`config.mk`:
```
export PLATFORM = sky130hd
export DESIGN_NAME = switching_merge
export DESIGN_NICKNAME = d
export VERILOG_FILES = /design/src/rtl/switching_merge.sv
export SDC_FILE = /design/constraint.sdc
export NUM_CORES = 1
export LEC_CHECK = 0
export ABC_CLOCK_PERIOD_IN_PS = 4100
export CORE_MARGIN = 5
export CORE_UTILIZATION = 31
export CTS_CLUSTER_SIZE = 40
export DETAILED_ROUTE_END_ITERATION = 7
export PLACE_DENSITY_LB_ADDON = 0.1
export SETUP_SLACK_MARGIN = 0.4
export SYNTH_ARGS = -nofsm -noshare
export SYNTH_HDL_FRONTEND = slang
export SYNTH_SLANG_ARGS = --single-unit
```
`constraint.sdc`:
```
create_clock -name clk_i -period 4.1 [get_ports clk_i]
set_input_delay 0.615 -clock clk_i [delete_from_list [all_inputs] [get_ports clk_i]]
set_output_delay 0.615 -clock clk_i [all_outputs]
set_load 0.02 [all_outputs]
```
`src/rtl/switching_merge.sv`:
```
`default_nettype none
// ============================================================================
// Module      : switching_merge
// Description : Rebuilds the parent code, switching magnitude and PN polarity
//               of one DEM tree node from its two branch codes. It also
//               checks parity and tracks the saturating switching integral.
// Revision    : 1.0 - initial release
// ============================================================================
module switching_merge #(
    parameter int WIDTH = 5,
    parameter int ACC_W = 8,
    parameter int CNT_W = 8,
    parameter int BOUND = 16
) (
    input  logic             clk_i,
    input  logic             reset_i,
    input  logic             clear_i,
    input  logic             valid_i,
    output logic             ready_o,
    input  logic [WIDTH-1:0] x1_i,
    input  logic [WIDTH-1:0] x2_i,
    output logic             valid_o,
    input  logic             ready_i,
    output logic [WIDTH-1:0] x_o,
    output logic [WIDTH-1:0] s_o,
    output logic             pn_o,
    output logic             parity_err_o,
    output logic [ACC_W-1:0] acc_o,
    output logic             bound_err_o,
    output logic [CNT_W-1:0] err_cnt_o
);

    // Working width wide enough for acc +/- s without wrap before saturation.
    localparam int c_EXT_W = ((ACC_W > WIDTH + 1) ? ACC_W : WIDTH + 1) + 1;
    localparam logic signed [c_EXT_W-1:0] c_ACC_MAX =
        {{(c_EXT_W-ACC_W+1){1'b0}}, {(ACC_W-1){1'b1}}};
    localparam logic signed [c_EXT_W-1:0] c_ACC_MIN =
        {{(c_EXT_W-ACC_W+1){1'b1}}, {(ACC_W-1){1'b0}}};
    localparam logic [c_EXT_W-1:0] c_BOUND = c_EXT_W'(BOUND);

    logic                      r_alive;
    logic                      r_s1_valid;
    logic [WIDTH:0]            r_sum;
    logic [WIDTH:0]            r_diff;
    logic                      r_s2_valid;
    logic [WIDTH-1:0]          r_x;
    logic [WIDTH-1:0]          r_s;
    logic                      r_pn;
    logic                      r_perr;
    logic [ACC_W-1:0]          r_acc;
    logic                      r_bound;
    logic [CNT_W-1:0]          r_cnt;

    logic                      w_en;
    logic                      w_in_xfer;
    logic                      w_load;
    logic [WIDTH:0]            w_diff_mag;
    logic [WIDTH-1:0]          w_x;
    logic [WIDTH-1:0]          w_s;
    logic                      w_pn;
    logic                      w_perr;
    logic signed [c_EXT_W-1:0] w_acc_ext;
    logic signed [c_EXT_W-1:0] w_s_ext;
    logic signed [c_EXT_W-1:0] w_acc_sum;
    logic [ACC_W-1:0]          w_acc_next;
    logic signed [c_EXT_W-1:0] w_acc_next_ext;
    logic [c_EXT_W-1:0]        w_acc_mag;
    logic                      w_bound_hit;

    // r_alive keeps ready low for the first cycle after reset release.
    assign w_en      = r_alive & (~r_s2_valid | ready_i);
    assign w_in_xfer = valid_i & w_en;
    assign w_load    = w_en & r_s1_valid;

    assign w_diff_mag = r_diff[WIDTH] ? -r_diff : r_diff;
    assign w_x        = r_sum[WIDTH:1];
    assign w_s        = w_diff_mag[WIDTH:1];
    assign w_pn       = ~r_diff[WIDTH] & (|r_diff);
    assign w_perr     = r_sum[0] | w_diff_mag[0] | (w_s[0] ^ w_x[0]);

    assign w_acc_ext = {{(c_EXT_W-ACC_W){r_acc[ACC_W-1]}}, r_acc};
    assign w_s_ext   = {{(c_EXT_W-WIDTH){1'b0}}, w_s};
    assign w_acc_sum = w_pn ? (w_acc_ext + w_s_ext) : (w_acc_ext - w_s_ext);

    always_comb begin
        w_acc_next = w_acc_sum[ACC_W-1:0];
        if (w_acc_sum > c_ACC_MAX) begin
            w_acc_next = c_ACC_MAX[ACC_W-1:0];
        end else if (w_acc_sum < c_ACC_MIN) begin
            w_acc_next = c_ACC_MIN[ACC_W-1:0];
        end
    end

    assign w_acc_next_ext = {{(c_EXT_W-ACC_W){w_acc_next[ACC_W-1]}}, w_acc_next};
    assign w_acc_mag      = w_acc_next[ACC_W-1] ? -w_acc_next_ext : w_acc_next_ext;
    assign w_bound_hit    = (w_acc_mag > c_BOUND);

    always_ff @(posedge clk_i or posedge reset_i) begin
        if (reset_i) begin
            r_alive    <= 1'b0;
            r_s1_valid <= 1'b0;
            r_sum      <= '0;
            r_diff     <= '0;
            r_s2_valid <= 1'b0;
            r_x        <= '0;
            r_s        <= '0;
            r_pn       <= 1'b0;
            r_perr     <= 1'b0;
            r_acc      <= '0;
            r_bound    <= 1'b0;
            r_cnt      <= '0;
        end else begin
            r_alive <= 1'b1;

            if (w_in_xfer) begin
                r_s1_valid <= 1'b1;
                r_sum      <= {1'b0, x1_i} + {1'b0, x2_i};
                r_diff     <= {1'b0, x1_i} - {1'b0, x2_i};
            end else if (w_en) begin
                r_s1_valid <= 1'b0;
            end

            if (w_en) begin
                r_s2_valid <= r_s1_valid;
            end
            if (w_load) begin
                r_x    <= w_x;
                r_s    <= w_s;
                r_pn   <= w_pn;
                r_perr <= w_perr;
            end

            // Clear wins over any update landing on the same edge.
            if (clear_i) begin
                r_acc   <= '0;
                r_bound <= 1'b0;
                r_cnt   <= '0;
            end else if (w_load) begin
                if (w_perr) begin
                    if (r_cnt != {CNT_W{1'b1}}) begin
                        r_cnt <= r_cnt + CNT_W'(1);
                    end
                end else begin
                    r_acc <= w_acc_next;
                    if (w_bound_hit) begin
                        r_bound <= 1'b1;
                    end
                end
            end
        end
    end

    assign ready_o      = w_en;
    assign valid_o      = r_s2_valid;
    assign x_o          = r_x;
    assign s_o          = r_s;
    assign pn_o         = r_pn;
    assign parity_err_o = r_perr;
    assign acc_o        = r_acc;
    assign bound_err_o  = r_bound;
    assign err_cnt_o    = r_cnt;

endmodule
`default_nettype wire

```
# After elaboration in Yosys (flattened, before gate mapping)
# Index checks and enable logic that the tools add are counted.
# Widths: inputs -> output; s select.
word_totals:
  regBits: 44
  output_inout_bits: 31
  word_cells: 61
classes:
  n_addsub: 7
  magnitude_cmp: 3
  n_eq_ne: 2
  mux: 18
  bitwise_logic: 10
  n_reduce_logical: 9
ops:
  columns: ["operator", "count"]
  rows:
  - ["$mux 8", 9]
  - ["$mux 9", 2]
  - ["$reduce_bool 2->1", 5]
  - ["$add 8x6->9", 1]
  - ["$gt 9x5->1 const B", 1]
  - ["$gt 9x8->1 const B", 1]
  - ["$lt 9x8->1 const B", 1]
  - ["$neg 8->9", 1]
  - ["$sub 8x6->9", 1]
  - ["$add 8x1->8 const B", 1]
  - ["$ne 8x8->1 const B", 1]
  - ["$add 5x5->6", 1]
  - ["$mux 1", 6]
  - ["$mux 6", 1]
  - ["$neg 6->6", 1]
  - ["$reduce_and 3->1", 2]
  - ["$reduce_or 6->1", 1]
  - ["$sub 5x5->6", 1]
  - ["$and 1x1->1", 4]
  - ["$or 1x1->1", 3]
  - ["$ne 2x2->1 const B", 1]
  - ["$not 1->1", 2]
  - ["$reduce_and 2->1", 1]
  - ["$xor 1x1->1", 1]

# Logic depth before layout (Yosys ltp)
depth:
  depth_word: 14
  ltp_mapped: 16
  depth_no_buf: 15

# Worst setup path before layout
# OpenSTA, ideal clock, no wires.
synth_timing:
  path_type: "register to register"
  from: "register r_sum[0]"
  to: "register r_acc[1], in the netlist acc_o[1]"
  setup_ns: 0.087
  t_arrival_ns: 3.423
  required_ns: 4.013
  slack_ns: 0.590
  path_stages_with_launch: 16
  path_cell_list: "dfrtp_1 -> clkbuf_1 -> inv_1 -> ha_1 -> mux2i_4 -> ha_1 -> and3_1 -> ha_1 -> nor2b_1 -> ha_1 -> or3_1 -> a21oi_2 -> a31oi_4 -> xnor2_4 -> maj3_2 -> a211oi_2"
synth_via:
  elab_chain_len: 4
synth_lines:
  columns: ["element", "line", "source"]
  rows:
  - ["start, declared", "43", "logic [WIDTH:0] r_sum;"]
  - ["start signal, assigned", "117", "r_sum <= {1'b0, x1_i} + {1'b0, x2_i};"]
  - ["$or 1x1->1 (2 in series)", "79", "assign w_perr = r_sum[0] | w_diff_mag[0] | (w_s[0] ^ w_x[0]);"]
  - ["$ne 2x2->1 (no line)", null, null]
  - ["$reduce_and 2->1 (no line)", null, null]
  - ["end signal, assigned", "144", "r_acc <= w_acc_next;"]
  - ["end, declared", "50", "logic [ACC_W-1:0] r_acc;"]
# Every way passes these cells.
# A chain may end at the register's enable or synchronous reset.

# Worst setup path after layout
layout_timing:
  from: "register r_diff[1]"
  to: "register r_acc[3], in the netlist acc_o[3]"
layout_via:
  elab_chain_len: 10
  word_cells_on_any_way: 18
layout_lines:
  columns: ["element", "line", "source"]
  rows:
  - ["start, declared", "44", "logic [WIDTH:0] r_diff;"]
  - ["start signal, assigned", "118", "r_diff <= {1'b0, x1_i} - {1'b0, x2_i};"]
  - ["$neg 6->6", "75", "assign w_diff_mag = r_diff[WIDTH] ? -r_diff : r_diff;"]
  - ["$mux 6", "75", null]
  - ["$sub 8x6->9 or $add 8x6->9 (tied branches)", "83", "assign w_acc_sum = w_pn ? (w_acc_ext + w_s_ext) : (w_acc_ext - w_s_ext);"]
  - ["$mux 9", "83", null]
  - ["$lt 9x8->1", "89", "end else if (w_acc_sum < c_ACC_MIN) begin"]
  - ["$mux 8", "89", null]
  - ["$mux 8", "87", "if (w_acc_sum > c_ACC_MAX) begin"]
  - ["$mux 8", "139", "if (w_perr) begin"]
  - ["$mux 8", "138", "end else if (w_load) begin"]
  - ["$mux 8", "134", "if (clear_i) begin"]
# Several ways; a longest one is shown, not always the timed one. The select of a mux whose other input is x is not followed.

==> impl_metrics.yaml <==
drt:
  detail_route.first_pass.iterations: 5
  remaining_drc_errors: 0
  routed_wl_um: 6513
  antenna_violating_nets_post_route: 0
  avgViaCountPerCell: 4.818
  route.detailed.wl_per_inst_um: 14.13
  num_vias: 2221
  initialDrtViolationCount: 77
floorplan:
  start_util_pct: 31.63
  floorplan.die_area_um2: 11420
  fp.dieW_um: 106.9
  coreArea_um2: 9196
  top_level_ports: 46
  die_height_um: 106.9
  row_count: 35
worst_setup_path:
  worst_ep_arrival_time_ps: 3730
  worst-endpoint-required_ps: 4300
  timing.reg2reg.worst_path_depth: 16
  crit_path_max_fanout: 6
  regToRegStartpoint: "r_diff[1]$_DFFE_PP0P_"
  worstSetupPathType: "reg -> reg"
  rr_endpoint: "acc_o[3]$_DFFE_PP0P_"
  startpoint_type: "flop"
  ff2ff_setup_slack_ps: 580
  worst_setup_path_end_kind: "flop"
clock_tree:
  inserted_clock_buffers: 5
  worstSkewPairLatency_ps: 300
  clk_pin_slew_ps: 90
  cts_num_sinks: 43
  cts_hold_repair.buffers: 0
  tritoncts_clock_tree: "done"
  clk_tree_root_cell: "sky130_fd_sc_hd__clkbuf_8"
  htree_num_levels: 2
  buffer_levels_on_the_longest_clock_path: 2
placement:
  place_area_um2: 3485
  dp_hpwl_um: 4984
  place.port_buffers: 45
  routabilityCongestion: 0.7770
timing:
  totalNegativeSetupSlack_ps: 0
  slew_headroom_pct: 41.41
  worst-slew-pin-transition_ps: 876.1
  timing_hold_violations_final: 0
  finalCritPeriodShare_pct: 85.90
  finClkSkew_ps: 4.843
  post-route-min-period_ps: 3522
  max_freq_mhz: 283.9
  slew_violations: 0
  setup-violations-final: 0
  grt_setup_unrepaired: "no"
final_layout:
  post-route-util_pct: 40.39
  fillers: 935
  finalInstanceArea_um2: 3715
  post_route_cells_drive_above_1_share_pct: 16.29
  num_antenna_cells: 0
  areaGrowthSynthToFinish_pct: 27.70
  design.final.nets: 390
synthesis:
  dominant_combinational_cell_family_by_area_after_synthesis: "compound AO/OA/AOI/OAI gates"
  average_cell_area_after_synthesis_um2: 9.828
  post_synth_xor_area_fraction_pct: 9.247
  muxShareOfSynthArea_pct: 4.172
  post-synth-top-area-cell: "sky130_fd_sc_hd__dfrtp_1"
  synth_top_area_share_pct: 36.99
  post_synth_most_frequent_cells: "sky130_fd_sc_hd__dfrtp_1, sky130_fd_sc_hd__inv_1, sky130_fd_sc_hd__nor2_1"
  syn-instance-count: 296
  synth_area_leaders: "sky130_fd_sc_hd__dfrtp_1, sky130_fd_sc_hd__ha_1, sky130_fd_sc_hd__xnor2_1, sky130_fd_sc_hd__o21ai_0, sky130_fd_sc_hd__inv_1"
  simple_gate_share_of_the_synthesized_area_pct: 14.54
  post_synth_instance_area_um2: 2909
  fraction_of_the_mapped_netlist_area_in_adder_cells_pct: 14.28
  ys_ff_latch: 43
  yosys.cell_count.top_type: "sky130_fd_sc_hd__dfrtp_1"
  yosys_warnings: 0
  synthFlopType: "sky130_fd_sc_hd__dfrtp_1"
  netlist-cell-type-count: 52
  yosysSeqAreaShare_pct: 36.99
  synthArstFlopShare_pct: 100.0
  synth_nets: 337
  synth_edf_count: 0
  synth_compound_area_share_pct: 15.91
hold_path:
  hold_end: "r_sum[2]$_DFFE_PP0P_"
  hold_path_startpoint: "r_sum[2]$_DFFE_PP0P_"
  worst_hold_path_type: "reg -> reg"
  holdPathStages: 2
power_and_ir_drop:
  p_leak_nw: 1.574
  powerDensity_nw_per_um2: 589.1
  irDropWorstVdd_mv: 0.2106
grt:
  grt_max_degree: 29
  grt-ovfl-total: 0
  grt_use_total_pct: 11.52
  grt_pass1_wl_um: 10560
  antenna_found_initial: 0
  grt_pass1_vias: 2120
run:
  timing.max_cap.violations: 0
run_status:
  status: "finished, final reports clean"
==> layout by cell type (no fill, tap or decap), types with 3 or more instances in the layout <==
cell | synthesis | routed
sky130_fd_sc_hd__nor2_1 | 27 | 27
sky130_fd_sc_hd__xnor2_1 | 14 | 12
sky130_fd_sc_hd__ha_1 | 23 | 21
sky130_fd_sc_hd__or3_1 | 5 | 5
sky130_fd_sc_hd__buf_4 | 0 | 9
sky130_fd_sc_hd__nand2_1 | 25 | 25
sky130_fd_sc_hd__o21a_1 | 3 | 3
sky130_fd_sc_hd__o21bai_1 | 3 | 3
sky130_fd_sc_hd__o21ai_0 | 23 | 23
sky130_fd_sc_hd__clkbuf_8 | 0 | 5
sky130_fd_sc_hd__fa_1 | 3 | 3
sky130_fd_sc_hd__nand2b_1 | 4 | 4
sky130_fd_sc_hd__xnor2_2 | 3 | 5
sky130_fd_sc_hd__inv_1 | 27 | 26
sky130_fd_sc_hd__nor3_1 | 4 | 4
sky130_fd_sc_hd__maj3_2 | 6 | 6
sky130_fd_sc_hd__xor2_1 | 8 | 8
sky130_fd_sc_hd__nand4_1 | 3 | 3
sky130_fd_sc_hd__dfrtp_1 | 43 | 41
sky130_fd_sc_hd__mux2_2 | 7 | 7
sky130_fd_sc_hd__clkdlybuf4s50_1 | 0 | 45
sky130_fd_sc_hd__a211oi_2 | 6 | 6
sky130_fd_sc_hd__a21oi_1 | 13 | 13
==> power breakdown <==
group	internal [W]	total, W	switching (W)
logic	0.000592	0.00125	0.000653
registers	0.000522	0.000603	0.0000806
clock network	0.000182	0.000341	0.000159
total	0.00130	0.00219	0.000893
==> state kept, by name, indices dropped and copies added (netlist names) <==
name	count
acc_o	8
bound_err_o	1
err_cnt_o	8
parity_err_o	1
pn_o	1
r_alive	1
r_diff	5
r_s1_valid	1
r_sum	6
s_o	5
valid_o	1
x_o	5
==> metal layers <==
| layer | track usage [%] | up-vias | share of wire [%] |
|---|---|---|---|
| li1 | - | 1121 | - |
| met1 | 15.46 | 1067 | 47 |
| met2 | 19.06 | 29 | 49 |
| met3 | 1.806 | 4 | 2.3 |
| met4 | 3.562 | 0 | 0.97 |
| met5 | 0 | - | 0 |
==> logic make-up after synthesis <==
family / after synthesis
compound gates: 63
flops: 43
mux: 10
xor+xnor: 26
other cells: 1
simple gates: 85
fa+ha+maj: 32
buf+inv: 36
==> stage by stage <==
| stage | hold WS [ps] | std cells | worst slack (ps) | power [W] |
|---|---|---|---|---|
| 6_report | 484.7 | 461 | 578.1 | 0.002189 |
| 3_5_place_dp | 473.2 | 446 | 479.0 | 0.001778 |
| 2_1_floorplan | 446.0 | 296 | 590.2 | 0.001438 |
| 5_1_grt | 518.8 | 461 | 381.4 | 0.002349 |
| 3_3_place_gp | 467.0 | 446 | 540.8 | 0.001780 |
| 4_1_cts | 493.2 | 454 | 427.1 | 0.002129 |
==> area by class of cell <==
class                           count  area (um2)  share of cell area (%)
Tap cell                          111       138.9                   3.739
Timing Repair Buffer               54       518.0                   13.94
Clock buffer                        5       68.82                   1.852
Sequential cell                    43        1079                   29.03
Inverter                           27       101.3                   2.728
Clock inverter                      3       43.79                   1.179
Multi-Input combinational cell    218        1765                   47.52
==> what timing repair did <==
action	4_1_cts	5_1_grt
endpoints found under the hold margin	0	0
resized for setup	0	9
setup buffers	0	6
endpoints found under the setup margin	0	9
==> how the worst max path moves through the flow <==
stage / from / end / slack (ps) / cells past startpoint
after detailed placement: r_sum[0]$_DFFE_PP0P_ / bound_err_o$_DFFE_PP0P_ / 480 / 14
after CTS: r_sum[0]$_DFFE_PP0P_ / bound_err_o$_DFFE_PP0P_ / 430 / 14
after floorplan: r_sum[0]$_DFFE_PP0P_ / acc_o[1]$_DFFE_PP0P_ / 590 / 15
after global routing: r_diff[1]$_DFFE_PP0P_ / acc_o[4]$_DFFE_PP0P_ / 380 / 16
final: r_diff[1]$_DFFE_PP0P_ / acc_o[3]$_DFFE_PP0P_ / 580 / 16
after global placement: r_sum[0]$_DFFE_PP0P_ / acc_o[1]$_DFFE_PP0P_ / 540 / 14
==> critical path, cell delays in order, from the launching register on <==
cell and delay [ps]:
sky130_fd_sc_hd__dfrtp_2 420, sky130_fd_sc_hd__inv_1 60, sky130_fd_sc_hd__ha_1 200, sky130_fd_sc_hd__nor2b_1 140
sky130_fd_sc_hd__xnor2_1 110, sky130_fd_sc_hd__ha_2 200, sky130_fd_sc_hd__and3_1 140, sky130_fd_sc_hd__ha_1 260
sky130_fd_sc_hd__nor2b_1 230, sky130_fd_sc_hd__ha_4 260, sky130_fd_sc_hd__o21ai_2 160, sky130_fd_sc_hd__a31oi_4 60
sky130_fd_sc_hd__o41ai_4 320, sky130_fd_sc_hd__buf_4 210, sky130_fd_sc_hd__xnor2_2 120, sky130_fd_sc_hd__maj3_2 350
sky130_fd_sc_hd__a211oi_2 200
Note: power is estimated with default switching activity, not from simulation.
